$ cat src/rtl/gpsreceiver2_pkg.sv
// Shared FSM encoding, default widths and PRBS-7 constants for the GPS sample transmitter.
package gpsreceiver2_pkg;

    typedef enum logic [1:0] {
        ST_IDLE  = 2'd0,
        ST_FETCH = 2'd1,
        ST_RUN   = 2'd2
    } tx_state_t;

    localparam int ADR_W_DEF = 11;
    localparam int CNT_W_DEF = 16;

    localparam logic [6:0] PRBS_SEED = 7'h7F;
    localparam logic [6:0] PRBS_TAPS = 7'b110_0000;   // x^7 + x^6 + 1

    function automatic logic prbs7_fb(input logic [6:0] s);
        return ^(s & PRBS_TAPS);
    endfunction

endpackage

$ cat src/rtl/gpsreceiver2_tx_clkgen.sv
// Bit-clock divider: half period = div+1 cycles, with fall/rise enables for the edge about to happen.
// Latency: ticks are combinational from the counter; first rise div+1 cycles after en goes high.
// Backpressure: none; held low and cleared whenever en is low or clr/reset is asserted.
module gpsreceiver2_tx_clkgen (
    input  logic       sys_clk,
    input  logic       sys_rst,
    input  logic       clr,
    input  logic       en,
    input  logic [7:0] div,
    output logic       tx_clk,
    output logic       fall_tick,
    output logic       rise_tick
);

    logic [7:0] cnt;
    logic       half_end;

    assign half_end  = en && (cnt == div);
    assign rise_tick = half_end && !tx_clk;
    assign fall_tick = half_end && tx_clk;

    always_ff @(posedge sys_clk) begin
        if (sys_rst || clr || !en) begin
            cnt    <= '0;
            tx_clk <= 1'b0;
        end else if (cnt == div) begin
            cnt    <= '0;
            tx_clk <= !tx_clk;
        end else begin
            cnt <= cnt + 1'b1;
        end
    end

endmodule

$ cat src/rtl/gpsreceiver2_tx.sv
// Bit-serial buffer transmitter (PRBS-7 source when GPSTX_PRBS_EN is defined), MSB first with sync on bit 7.
// Latency: first bit on the wire 3 cycles after start; bytes gapless via shift + next-byte registers.
// Backpressure: none; buffer is a fixed 1-cycle synchronous read, stop aborts on the next cycle.
module gpsreceiver2_tx
    import gpsreceiver2_pkg::*;
#(
    parameter int ADR_W = ADR_W_DEF,
    parameter int CNT_W = CNT_W_DEF
) (
    input  logic             sys_clk,
    input  logic             sys_rst,
    input  logic             start,
    input  logic             stop,
    input  logic             loop_en,
    input  logic             prbs_mode,
    input  logic [ADR_W-1:0] base_adr,
    input  logic [ADR_W:0]   length,
    input  logic [7:0]       clkdiv,
    output logic [ADR_W-1:0] txb_adr,
    input  logic [7:0]       txb_dat,
    output logic             gps_tx_clk,
    output logic             gps_tx_sync,
    output logic             gps_tx_data,
    output logic             busy,
    output logic             done,
    output logic [CNT_W-1:0] tx_count
);

    tx_state_t        state;
    logic [ADR_W-1:0] base_q;
    logic [ADR_W-1:0] last_q;
    logic [ADR_W-1:0] cur_idx;
    logic [7:0]       div_q;
    logic [7:0]       shift_q;
    logic [7:0]       nxt_q;
    logic [2:0]       bit_idx;
    logic [1:0]       rd_pend;
    logic             fall_tick;
    logic             rise_tick;
    logic             acc_start;
    logic             bit_end;
    logic             byte_end;
    logic             pass_end;
    logic             prbs_on;
    logic             prbs_bit;
    logic             unused_sigs;

    function automatic logic [ADR_W-1:0] idx_inc(input logic [ADR_W-1:0] i,
                                                 input logic [ADR_W-1:0] last);
        return (i == last) ? '0 : i + 1'b1;
    endfunction

    assign acc_start = (state == ST_IDLE) && start && !stop && (length != '0);
    assign bit_end   = (state == ST_RUN) && fall_tick && !stop;
    assign byte_end  = bit_end && (bit_idx == 3'd7);
    assign pass_end  = byte_end && (cur_idx == last_q) && !loop_en;

    gpsreceiver2_tx_clkgen u_clkgen (
        .sys_clk   (sys_clk),
        .sys_rst   (sys_rst),
        .clr       (stop),
        .en        (state == ST_RUN),
        .div       (div_q),
        .tx_clk    (gps_tx_clk),
        .fall_tick (fall_tick),
        .rise_tick (rise_tick)
    );

    always_ff @(posedge sys_clk) begin
        if (sys_rst) begin
            state       <= ST_IDLE;
            base_q      <= '0;
            last_q      <= '0;
            cur_idx     <= '0;
            div_q       <= '0;
            shift_q     <= '0;
            nxt_q       <= '0;
            bit_idx     <= '0;
            rd_pend     <= '0;
            txb_adr     <= '0;
            gps_tx_sync <= 1'b0;
            gps_tx_data <= 1'b0;
            busy        <= 1'b0;
            done        <= 1'b0;
            tx_count    <= '0;
        end else begin
            done    <= 1'b0;
            rd_pend <= {rd_pend[0], 1'b0};
            if (stop) begin
                state       <= ST_IDLE;
                busy        <= 1'b0;
                gps_tx_sync <= 1'b0;
                gps_tx_data <= 1'b0;
                rd_pend     <= '0;
            end else begin
                case (state)
                    ST_IDLE: begin
                        if (acc_start) begin
                            state    <= ST_FETCH;
                            busy     <= 1'b1;
                            base_q   <= base_adr;
                            // length 2048 wraps to 0 here, so last index becomes 2047
                            last_q   <= length[ADR_W-1:0] - 1'b1;
                            div_q    <= clkdiv;
                            txb_adr  <= base_adr;
                            rd_pend  <= 2'b01;
                            tx_count <= '0;
                        end
                    end
                    ST_FETCH: begin
                        if (rd_pend[1]) begin
                            state       <= ST_RUN;
                            shift_q     <= txb_dat;
                            bit_idx     <= '0;
                            cur_idx     <= '0;
                            gps_tx_sync <= 1'b1;
                            gps_tx_data <= prbs_on ? prbs_bit : txb_dat[7];
                            txb_adr     <= base_q + idx_inc('0, last_q);
                            rd_pend     <= 2'b01;
                        end
                    end
                    ST_RUN: begin
                        if (rd_pend[1]) begin
                            nxt_q <= txb_dat;
                        end
                        if (byte_end) begin
                            tx_count <= tx_count + 1'b1;
                            if (pass_end) begin
                                state       <= ST_IDLE;
                                busy        <= 1'b0;
                                done        <= 1'b1;
                                gps_tx_sync <= 1'b0;
                                gps_tx_data <= 1'b0;
                            end else begin
                                // prefetch one byte ahead so the next load never waits
                                shift_q     <= nxt_q;
                                bit_idx     <= '0;
                                cur_idx     <= idx_inc(cur_idx, last_q);
                                gps_tx_sync <= 1'b1;
                                gps_tx_data <= prbs_on ? prbs_bit : nxt_q[7];
                                txb_adr     <= base_q + idx_inc(idx_inc(cur_idx, last_q), last_q);
                                rd_pend     <= 2'b01;
                            end
                        end else if (bit_end) begin
                            shift_q     <= {shift_q[6:0], 1'b0};
                            bit_idx     <= bit_idx + 1'b1;
                            gps_tx_sync <= 1'b0;
                            gps_tx_data <= prbs_on ? prbs_bit : shift_q[6];
                        end
                    end
                    default: state <= ST_IDLE;
                endcase
            end
        end
    end

`ifdef GPSTX_PRBS_EN
    logic [6:0] lfsr;
    logic       prbs_q;
    logic       first_load;
    logic       new_bit;

    assign first_load  = (state == ST_FETCH) && rd_pend[1] && !stop;
    assign new_bit     = first_load || (bit_end && !pass_end);
    assign prbs_on     = prbs_q;
    assign prbs_bit    = prbs7_fb(lfsr);
    assign unused_sigs = rise_tick;

    always_ff @(posedge sys_clk) begin
        if (sys_rst) begin
            lfsr   <= PRBS_SEED;
            prbs_q <= 1'b0;
        end else if (acc_start) begin
            lfsr   <= PRBS_SEED;
            prbs_q <= prbs_mode;
        end else if (new_bit) begin
            lfsr <= {lfsr[5:0], prbs_bit};
        end
    end
`else
    assign prbs_on     = 1'b0;
    assign prbs_bit    = 1'b0;
    assign unused_sigs = rise_tick ^ prbs_mode;
`endif

endmodule

$ cat config.mk
export PLATFORM = sky130hd
export DESIGN_NAME = gpsreceiver2_tx
export DESIGN_NICKNAME = d
export VERILOG_FILES = /design/src/rtl/gpsreceiver2_pkg.sv /design/src/rtl/gpsreceiver2_tx_clkgen.sv /design/src/rtl/gpsreceiver2_tx.sv
export SDC_FILE = /design/constraint.sdc
export NUM_CORES = 1
export LEC_CHECK = 0
export ABC_CLOCK_PERIOD_IN_PS = 3900
export BUFFER_PORTS_ARGS = -buffer_cell sky130_fd_sc_hd__buf_4
export CORE_MARGIN = 4
export CORE_UTILIZATION = 49
export CTS_BUF_LIST = sky130_fd_sc_hd__clkbuf_4 sky130_fd_sc_hd__clkbuf_8
export DETAILED_ROUTE_END_ITERATION = 8
export GPL_ROUTABILITY_DRIVEN = 1
export PLACE_DENSITY = 0.72
export SLEW_MARGIN = 10
export SYNTH_ARGS = -nofsm -noshare
export SYNTH_HDL_FRONTEND = slang
export SYNTH_HIERARCHICAL = 1
export SYNTH_SLANG_ARGS = --single-unit
export TNS_END_PERCENT = 30
$ cat constraint.sdc
create_clock -name sys_clk -period 3.9 [get_ports sys_clk]
set_input_delay 0.195 -clock sys_clk [delete_from_list [all_inputs] [get_ports sys_clk]]
set_output_delay 0.195 -clock sys_clk [all_outputs]
set_load 0.02 [all_outputs]
==> impl_metrics.tcl, run 1 <==
set metrics [dict create \
    fin_ws_ns -0.381 \
    finalClockSkew_ns 0.0181 \
    max_cap_viol_count 0 \
    final_hold_viol_count 0 \
    reg2reg_slack_ns -0.38 \
    numPortBuffers 75 \
    rsz0062_at_grt "true" \
    grt_pass1_wl_um 29000 \
    power_density_nw_per_um2 278 \
    vdd_ir_drop_max_mv 0.302 \
    wl_um 17700 \
    crit_start "cur_idx[4]" \
    num_vias 6082 \
    final_layout_size_suffix_gt1_share_pct 29.1 \
    fin_crit_ns 4.28 \
    critPathSlowestCell "a2111o_1" \
    finalSetupViolCount 4 \
    worst_slew_pin_slew_ns 0.969 \
    r2r_end "txb_adr[9]" \
    via_per_inst 5.60 \
    die_area_um2 14300 \
    grt_antenna_before_repair 0 \
    rr_worst_depth 19 \
    worstPathCellList "buf_4 > and3_2 > a21o_1 > a2111oi_2 > o21bai_1 > a211oi_2 > buf_4 > o31ai_4 > buf_4 > nor2_1 > ha_1 > buf_4 > a21oi_2 > o21bai_1 > a2111o_1 > a41oi_2 > xnor2_1 > mux2i_1 > a211oi_1" \
    drtAntennaViolNets 0 \
    cts_hold_buffers 0 \
    timing.final.crit_share_pct 110 \
    routedWlPerCell_um 16.3 \
    synth_nets 841 \
    cpMostUsedCell "buf_4" \
    grt_max_degree 77 \
    initial_core_util_pct 50.4 \
    violations "negative setup slack" \
    nets 981 \
    cts_root_buf "clkbuf_8" \
    area_growth_pct 31.3 \
    reg2reg_from "cur_idx[4]" \
    startpoint_type "register" \
    htreeDepth 3 \
    core_area_um2 12100 \
    maxSlewViolCount 0 \
    rows 40 \
    syn_inst 773 \
    syn_area_um2 6110 \
    grt_usage_pct 25.0 \
    die_x_um 120 \
    status "complete, but fails checks" \
    clock_latency_ns 0.40 \
    max-slew-margin-rel_pct 35.3 \
    path_max_fanout 6 \
    cpPeakStageDelay_ns 0.46 \
    fp.dieH_um 120 \
    arrival_ns 4.61 \
    fmax_mhz 234 \
    critPathKind "reg -> reg" \
    grt-ovfl-total 0 \
    p_leak_nw 3.14 \
    cts_tree "yes" \
    drt_iter0_markers 407 \
    drt-pass1-iter-count 5 \
    required_ns 4.22 \
    place.gp.congestion 0.939 \
    hold-worst-slack_ns 0.0184 \
    endpoint_kind "register" \
    hpwl_um 13000 \
    drc 0 \
    clkTransAtPathRegs_ns 0.12 \
    cp-endpoint "txb_adr[9]" \
    ys_warn_count 6 \
    grt_pass1_vias 5865 \
    clock-sinks 103 \
    diodes 0 \
    dp_slack_ns -0.406 \
    hold_path.class "in -> reg" \
    syn_area_per_cell_um2 7.90 \
    num_io_pins 77 \
    cts_buffer_depth 2 \
    cts_buffers 9 \
]
==> routing by layer <==
layer	wire length, um	global-route usage [%]
met1	8360	35.4
met2	8050	38.9
met3	915	4.52
met4	318	7.66
met5	0	0
==> layout make-up <==
cell class / count / area [um2]
fillers: 1055 / 4090
clock inverters: 7 / 92.6
inverters: 13 / 48.8
multi-input cells: 610 / 4100
flip-flops and latches: 103 / 2090
well taps: 168 / 210
repair buffers: 176 / 1360
clock buffers: 9 / 124
==> critical path: cells and delay by family, from the launching register on <==
family / cells / cell delay, ns
buffers and inverters: 4 / 0.64
AO/OA/AOI/OAI: 10 / 2.33
AND/OR/NAND/NOR: 2 / 0.29
multiplexers: 1 / 0.09
adder cells (fa/ha/maj): 1 / 0.30
flip-flops: 1 / 0.39
XOR/XNOR: 1 / 0.14
==> stage by stage <==
stage / cell area (um2) / cells / util, % / setup TNS [ns] / power [mW]
2_1_floorplan: 6190 / 773 / - / -0.0290 / 1.33
3_3_place_gp: 7450 / 1060 / 61.5 / -0.546 / 1.47
3_5_place_dp: 7450 / 1060 / 61.5 / -1.08 / 1.48
4_1_cts: 7750 / 1078 / 64.0 / -0.877 / 2.22
5_1_grt: 8020 / 1086 / 66.3 / -1.99 / 2.32
6_report: 8020 / 1086 / 66.3 / -0.982 / 2.23
==> power breakdown <==
group | switching [mW] | internal (mW)
sequential | 0.0209 | 1.08
clock | 0.434 | 0.312
combinational | 0.200 | 0.183
total | 0.656 | 1.57
==> flip-flops by register name (all words and copies together), names as in the netlist, 3 cells and up <==
| register | flops |
|---|---|
| base_q | 11 |
| bit_idx | 3 |
| cur_idx | 11 |
| div_q | 8 |
| last_q | 11 |
| nxt_q | 8 |
| shift_q | 7 |
| tx_count | 16 |
| txb_adr | 11 |
| u_clkgen/cnt | 8 |
==> placed cells by master, fill, tap and decap left out, types with 3 or more instances in the layout <==
| master | count |
|---|---|
| nor4_1 | 6 |
| a21oi_1 | 66 |
| xor2_1 | 22 |
| mux2i_1 | 12 |
| nor2_2 | 4 |
| nand3b_1 | 9 |
| nand3_1 | 23 |
| inv_1 | 12 |
| a311oi_1 | 7 |
| a211oi_1 | 23 |
| nand2b_1 | 8 |
| nor3_1 | 10 |
| and3_1 | 5 |
| nor2b_1 | 8 |
| or3_1 | 9 |
| dfxtp_1 | 93 |
| xnor2_1 | 41 |
| or2_2 | 5 |
| a21o_1 | 7 |
| nor3_2 | 5 |
| nand2_1 | 90 |
| a21oi_2 | 3 |
| buf_4 | 171 |
| xnor2_2 | 5 |
| ha_2 | 3 |
| nor2_1 | 104 |
| clkbuf_8 | 9 |
| dfxtp_2 | 4 |
| nor4_2 | 3 |
| nor3b_1 | 3 |
| nand4_1 | 18 |
| ha_1 | 17 |
| o21bai_1 | 5 |
| o21ai_0 | 19 |
| dfxtp_4 | 6 |
| and2_1 | 4 |
==> worst min-delay path by stage <==
stage                         start        end  slack [ns]  cells past startpoint
final                     length[0]  last_q[0]        0.02                      2
after global routing      length[0]  last_q[0]        0.01                      2
after CTS                 length[0]  last_q[0]      0.0005                      2
after detailed placement  length[0]  last_q[0]        0.43                      2
after global placement    length[0]  last_q[0]        0.42                      2
after floorplan           length[0]  last_q[0]        0.29                      1
==> repair_timing <==
item	CTS	global route
setup buffers	2	7
gates resized for setup	21	41
pin swaps	5	30
endpoints found under the setup margin	4	7
Note: power is estimated with default switching activity, not from simulation.
==> run 2, diff against run 1 <==
Settings changed: ABC_CLOCK_PERIOD_IN_PS 3900 to 5400, PLACE_DENSITY 0.72 to 0.76.
Clock period 3.9 ns to 5.4 ns, I/O delays scaled along.
==> run 2 against run 1 <==
Net effect:
- the flow now finishes without violations
- final area is 13% lower
- flip-flop and latch count is the same
- setup slack gained 0.96 ns
- sequential power fell by 27%
- first-iteration DRC count down 13%
- global-route usage down 5.0 points
- worst hold slack gained 0.073 ns
- power fell by 33%
- non-clock buffer count shrank 89
- via count fell by 9.3%
- largest power group unchanged
- highest routed layer unchanged
==> impl_metrics.tcl, run 2 (synthesis results as in run 1) <==
set metrics [dict create \
    finalClockSkew_ns 0.0148 \
    wl_um 14200 \
    grt_pass1_wl_um 23900 \
    clock_latency_ns 0.39 \
    reg2reg_slack_ns 0.58 \
    postCtsSetupBuffers 0 \
    rr_worst_depth 18 \
    worstPathCellList "ha_1 > nand4_1 > or3_1 > a2111oi_0 > o21ai_0 > a22o_1 > o31ai_2 > or2_2 > inv_1 > ha_1 > a21o_1 > a21oi_1 > o21bai_1 > a2111o_1 > a41oi_1 > xnor2_1 > mux2i_1 > a211oi_1" \
    drt-pass1-iter-count 5 \
    drtAntennaViolNets 0 \
    num_vias 5516 \
    reg2reg_from "cur_idx[1]" \
    cts_hold_buffers 0 \
    final_layout_size_suffix_gt1_share_pct 15.3 \
    maxSlewViolCount 0 \
    largest_reg_flops 16 \
    cts_buffer_depth 2 \
    fp.dieH_um 120 \
    nets 892 \
    cts_buffers 9 \
    drt_iter0_markers 353 \
    regMostFlops "tx_count" \
    fin_crit_ns 4.82 \
    max-slew-margin-rel_pct 30.9 \
    cpMostUsedCell "ha_1" \
    r2r_end "txb_adr[9]" \
    required_ns 5.70 \
    timing.final.crit_share_pct 89.2 \
    cpPeakStageDelay_ns 0.52 \
    die_area_um2 14300 \
    fmax_mhz 208 \
    initial_core_util_pct 50.4 \
    power_density_nw_per_um2 213 \
    min_path_cells 2 \
    p_leak_nw 2.60 \
    clkTransAtPathRegs_ns 0.11 \
    clock-sinks 103 \
    cts_tree "yes" \
    grt_max_degree 77 \
    vdd_ir_drop_max_mv 0.129 \
    htreeDepth 3 \
    via_per_inst 5.53 \
    power_mw 1.49 \
    place.gp.congestion 0.919 \
    worstHoldStart "length[0]" \
    finalSetupViolCount 0 \
    core_area_um2 12100 \
    area_growth_pct 14.3 \
    numPortBuffers 75 \
    arrival_ns 5.12 \
    startpoint_type "register" \
    fin_ws_ns 0.583 \
    final_common_cell "nor2_1" \
    die_x_um 120 \
    setup_tns_ns 0 \
    grt-ovfl-total 0 \
    drc 0 \
    rows 40 \
    endpoint_kind "register" \
    grt_usage_pct 20.0 \
    hold-worst-slack_ns 0.0915 \
    max_cap_viol_count 0 \
    fill_cells 1193 \
    routedWlPerCell_um 14.2 \
    num_io_pins 77 \
    cts_root_buf "clkbuf_8" \
    rsz0062_at_grt "false" \
    grt_pass1_vias 5134 \
    layout_common_cells "108 x nor2_1, 103 x dfxtp_1, 91 x nand2_1" \
    dp_slack_ns 0.652 \
    critPathKind "reg -> reg" \
    path_max_fanout 9 \
    hold-path-endpoint "last_q[0]" \
    utilization_pct 57.7 \
    hold_path.class "in -> reg" \
    hpwl_um 10200 \
    critPathSlowestCell "dfxtp_1" \
    final_hold_viol_count 0 \
    worst_slew_pin_slew_ns 1.03 \
    cts_resized 0 \
    status "completed" \
    diodes 0 \
    grt_antenna_before_repair 0 \
]
-- run 2: power breakdown --
group          internal [mW]  switching [mW]  total (mW)  leakage, nW
clock network          0.178           0.298       0.476       0.0938
logic                 0.0949           0.116       0.211         1.67
registers              0.781          0.0198       0.801        0.836
-- run 2: critical path: cells and delay by family (launching register included) --
family / cells / cell delay, ns
compound gates: 10 / 2.58
simple gates: 3 / 0.77
fa+ha+maj: 2 / 0.58
flops: 1 / 0.52
xor+xnor: 1 / 0.14
mux: 1 / 0.09
buf+inv: 1 / 0.04
-- run 2: metrics by stage --
stage / std cells / area [um2]
after detailed placement: 981 / 6800
after global routing: 997 / 6980
after floorplan: 773 / 6110
after global placement: 981 / 6800
final: 997 / 6980
after CTS: 997 / 6980
-- run 2: area by class of cell --
class | instances | area, um2 | share of cell area [%]
tap | 168 | 210 | 3.01
sequential | 103 | 2060 | 29.5
clock buffer | 9 | 124 | 1.77
clock inverter | 7 | 65.1 | 0.932
inverter | 13 | 48.8 | 0.699
multi-input combinational | 610 | 3820 | 54.7
timing repair buffer | 87 | 653 | 9.35
-- run 2: worst max path at each step --
stage,from,end,slack (ns),cells after the start
6_report,cur_idx[1],txb_adr[9],0.58,18
5_1_grt,cur_idx[1],txb_adr[9],0.14,18
4_1_cts,cur_idx[3],txb_adr[9],0.62,17
3_5_place_dp,cur_idx[3],txb_adr[9],0.65,17
3_3_place_gp,cur_idx[3],txb_adr[9],0.75,17
2_1_floorplan,cur_idx[0],txb_adr[9],1.22,18
-- run 2: per-layer routing --
metal | up-vias | track usage [%] | share of wire (%)
met2 | 110 | 33.4 | 48
met1 | 2563 | 26.4 | 46
li1 | 2828 | - | -
met3 | 15 | 2.97 | 4.8
met5 | - | 0 | 0
met4 | 0 | 7.16 | 1.3
==> run 3, diff against run 2 <==
Settings changed: PLACE_DENSITY 0.76 to 0.65.
==> run 3 against run 2 <==
Net effect:
- count of clock-buffer cells in the layout is the same
- flip-flop and latch count unchanged
- final cell count increased by 0.10%
- sequential share of layout area down 0.10 points
- clock skew is 0.0017 ns lower
- clock power up 6.7%
- power increased by 2.3%
- sequential power about the same
- utilization up 0.20 points
- combinational power is essentially flat
- largest cell class unchanged
- highest routed layer unchanged
==> impl_metrics.tcl, run 3 (synthesis results as in run 1) <==
set metrics [dict create \
    final_layout_size_suffix_gt1_share_pct 15.4 \
    rsz0062_at_grt "false" \
    hold_path.class "in -> reg" \
    drt_iter0_markers 343 \
    endpoint_kind "register" \
    nets 893 \
    cts_buffer_depth 2 \
    crit_family "compound AO/OA/AOI/OAI gates" \
    largest_reg_flops 16 \
    clkTransAtPathRegs_ns 0.11 \
    grt_antenna_before_repair 0 \
    diodes 0 \
    arrival_ns 5.21 \
    via_per_inst 5.57 \
    worstPathCellList "nand3_2 > o31a_1 > or3_1 > a221o_1 > a22o_1 > o31ai_2 > or2_2 > inv_1 > ha_1 > a21o_1 > a21oi_1 > o21bai_1 > a2111o_1 > a41oi_1 > xnor2_1 > mux2i_1 > a211oi_1" \
    num_io_pins 77 \
    max_cap_viol_count 0 \
    routedWlPerCell_um 15.6 \
    clock_latency_ns 0.39 \
    drt-pass1-iter-count 5 \
    required_ns 5.71 \
    die_x_um 120 \
    vdd_ir_drop_max_mv 0.190 \
    area_growth_pct 14.7 \
    core_area_um2 12100 \
    place.gp.congestion 0.899 \
    final_hold_viol_count 0 \
    finalClockSkew_ns 0.0131 \
    maxSlewViolCount 0 \
    drtAntennaViolNets 0 \
    hpwl_um 11400 \
    die_area_um2 14300 \
    layout_common_cells "108 x nor2_1, 103 x dfxtp_1, 91 x nand2_1" \
    grt_usage_pct 21.6 \
    fmax_mhz 204 \
    initial_core_util_pct 50.4 \
    reg2reg_from "cur_idx[2]" \
    status "completed" \
    grt-ovfl-total 0 \
    worst_slew_pin_slew_ns 1.02 \
    final_common_cell "nor2_1" \
    drc 0 \
    path_buf_inv 1 \
    setup_tns_ns 0 \
    startpoint_type "register" \
    grt_pass1_vias 5450 \
    cts_root_buf "clkbuf_8" \
    regMostFlops "tx_count" \
    cts_tree "yes" \
    power_density_nw_per_um2 217 \
    cts_hold_buffers 0 \
    cts_resized 0 \
    wl_um 15500 \
    fill_cells 1197 \
    worstHoldStart "length[0]" \
    finalSetupViolCount 0 \
    finalInstanceArea_um2 7010 \
    clock-sinks 103 \
    crit_start "cur_idx[2]" \
    grt_max_degree 77 \
    cts_buffers 9 \
    timing.final.crit_share_pct 90.8 \
    placed_cell_area_um2 6800 \
    fp.dieH_um 120 \
    postCtsSetupBuffers 0 \
    numPortBuffers 75 \
    max-slew-margin-rel_pct 32.0 \
    p_leak_nw 2.61 \
    rows 40 \
    grt_pass1_wl_um 25800 \
    path_max_fanout 14 \
    htreeDepth 3 \
    num_vias 5555 \
    critPathKind "reg -> reg" \
    critPathSlowestCell "dfxtp_1" \
    fin_crit_ns 4.90 \
    cpPeakStageDelay_ns 0.67 \
]
run 3: routing by layer:
metal / wire [um] / track usage [%] / up-vias
met4: 141 / 4.87 / 0
li1: - / - / 2821
met1: 7520 / 29.2 / 2602
met5: 0 / 0 / -
met3: 675 / 4.71 / 12
met2: 7190 / 35.3 / 120
run 3: final timing paths:
kind | cells past startpoint | endpoint | slack (ns)
min | 2 | last_q[0] | 0.07
max | 17 | txb_adr[9] | 0.50
min reg2reg | 2 | nxt_q[6] | 0.46
max reg2reg | 17 | txb_adr[9] | 0.50
run 3: per-stage QoR:
stage	util, %	std cells	setup WS (ns)	power (mW)	hold slack (ns)
6_report	57.9	998	0.498	1.52	0.0741
5_1_grt	57.9	998	0.0191	1.59	0.0629
4_1_cts	57.9	998	0.503	1.54	0.0601
3_5_place_dp	56.2	982	0.568	1.03	0.454
3_3_place_gp	56.2	982	0.646	1.03	0.442
2_1_floorplan	-	773	1.22	0.955	0.366
run 3: area by class of cell:
class | instances | area (um2) | area share [%]
Multi-Input combinational cell | 610 | 3820 | 54.5
Sequential cell | 103 | 2060 | 29.4
Timing Repair Buffer | 88 | 661 | 9.43
Tap cell | 168 | 210 | 3.00
Clock buffer | 9 | 124 | 1.77
Clock inverter | 7 | 81.3 | 1.16
Inverter | 13 | 48.8 | 0.696
run 3: report_power, final:
group | switching [mW] | internal (mW) | leakage [nW]
clock | 0.288 | 0.220 | 0.103
sequential | 0.0207 | 0.781 | 0.836
combinational | 0.118 | 0.0949 | 1.68
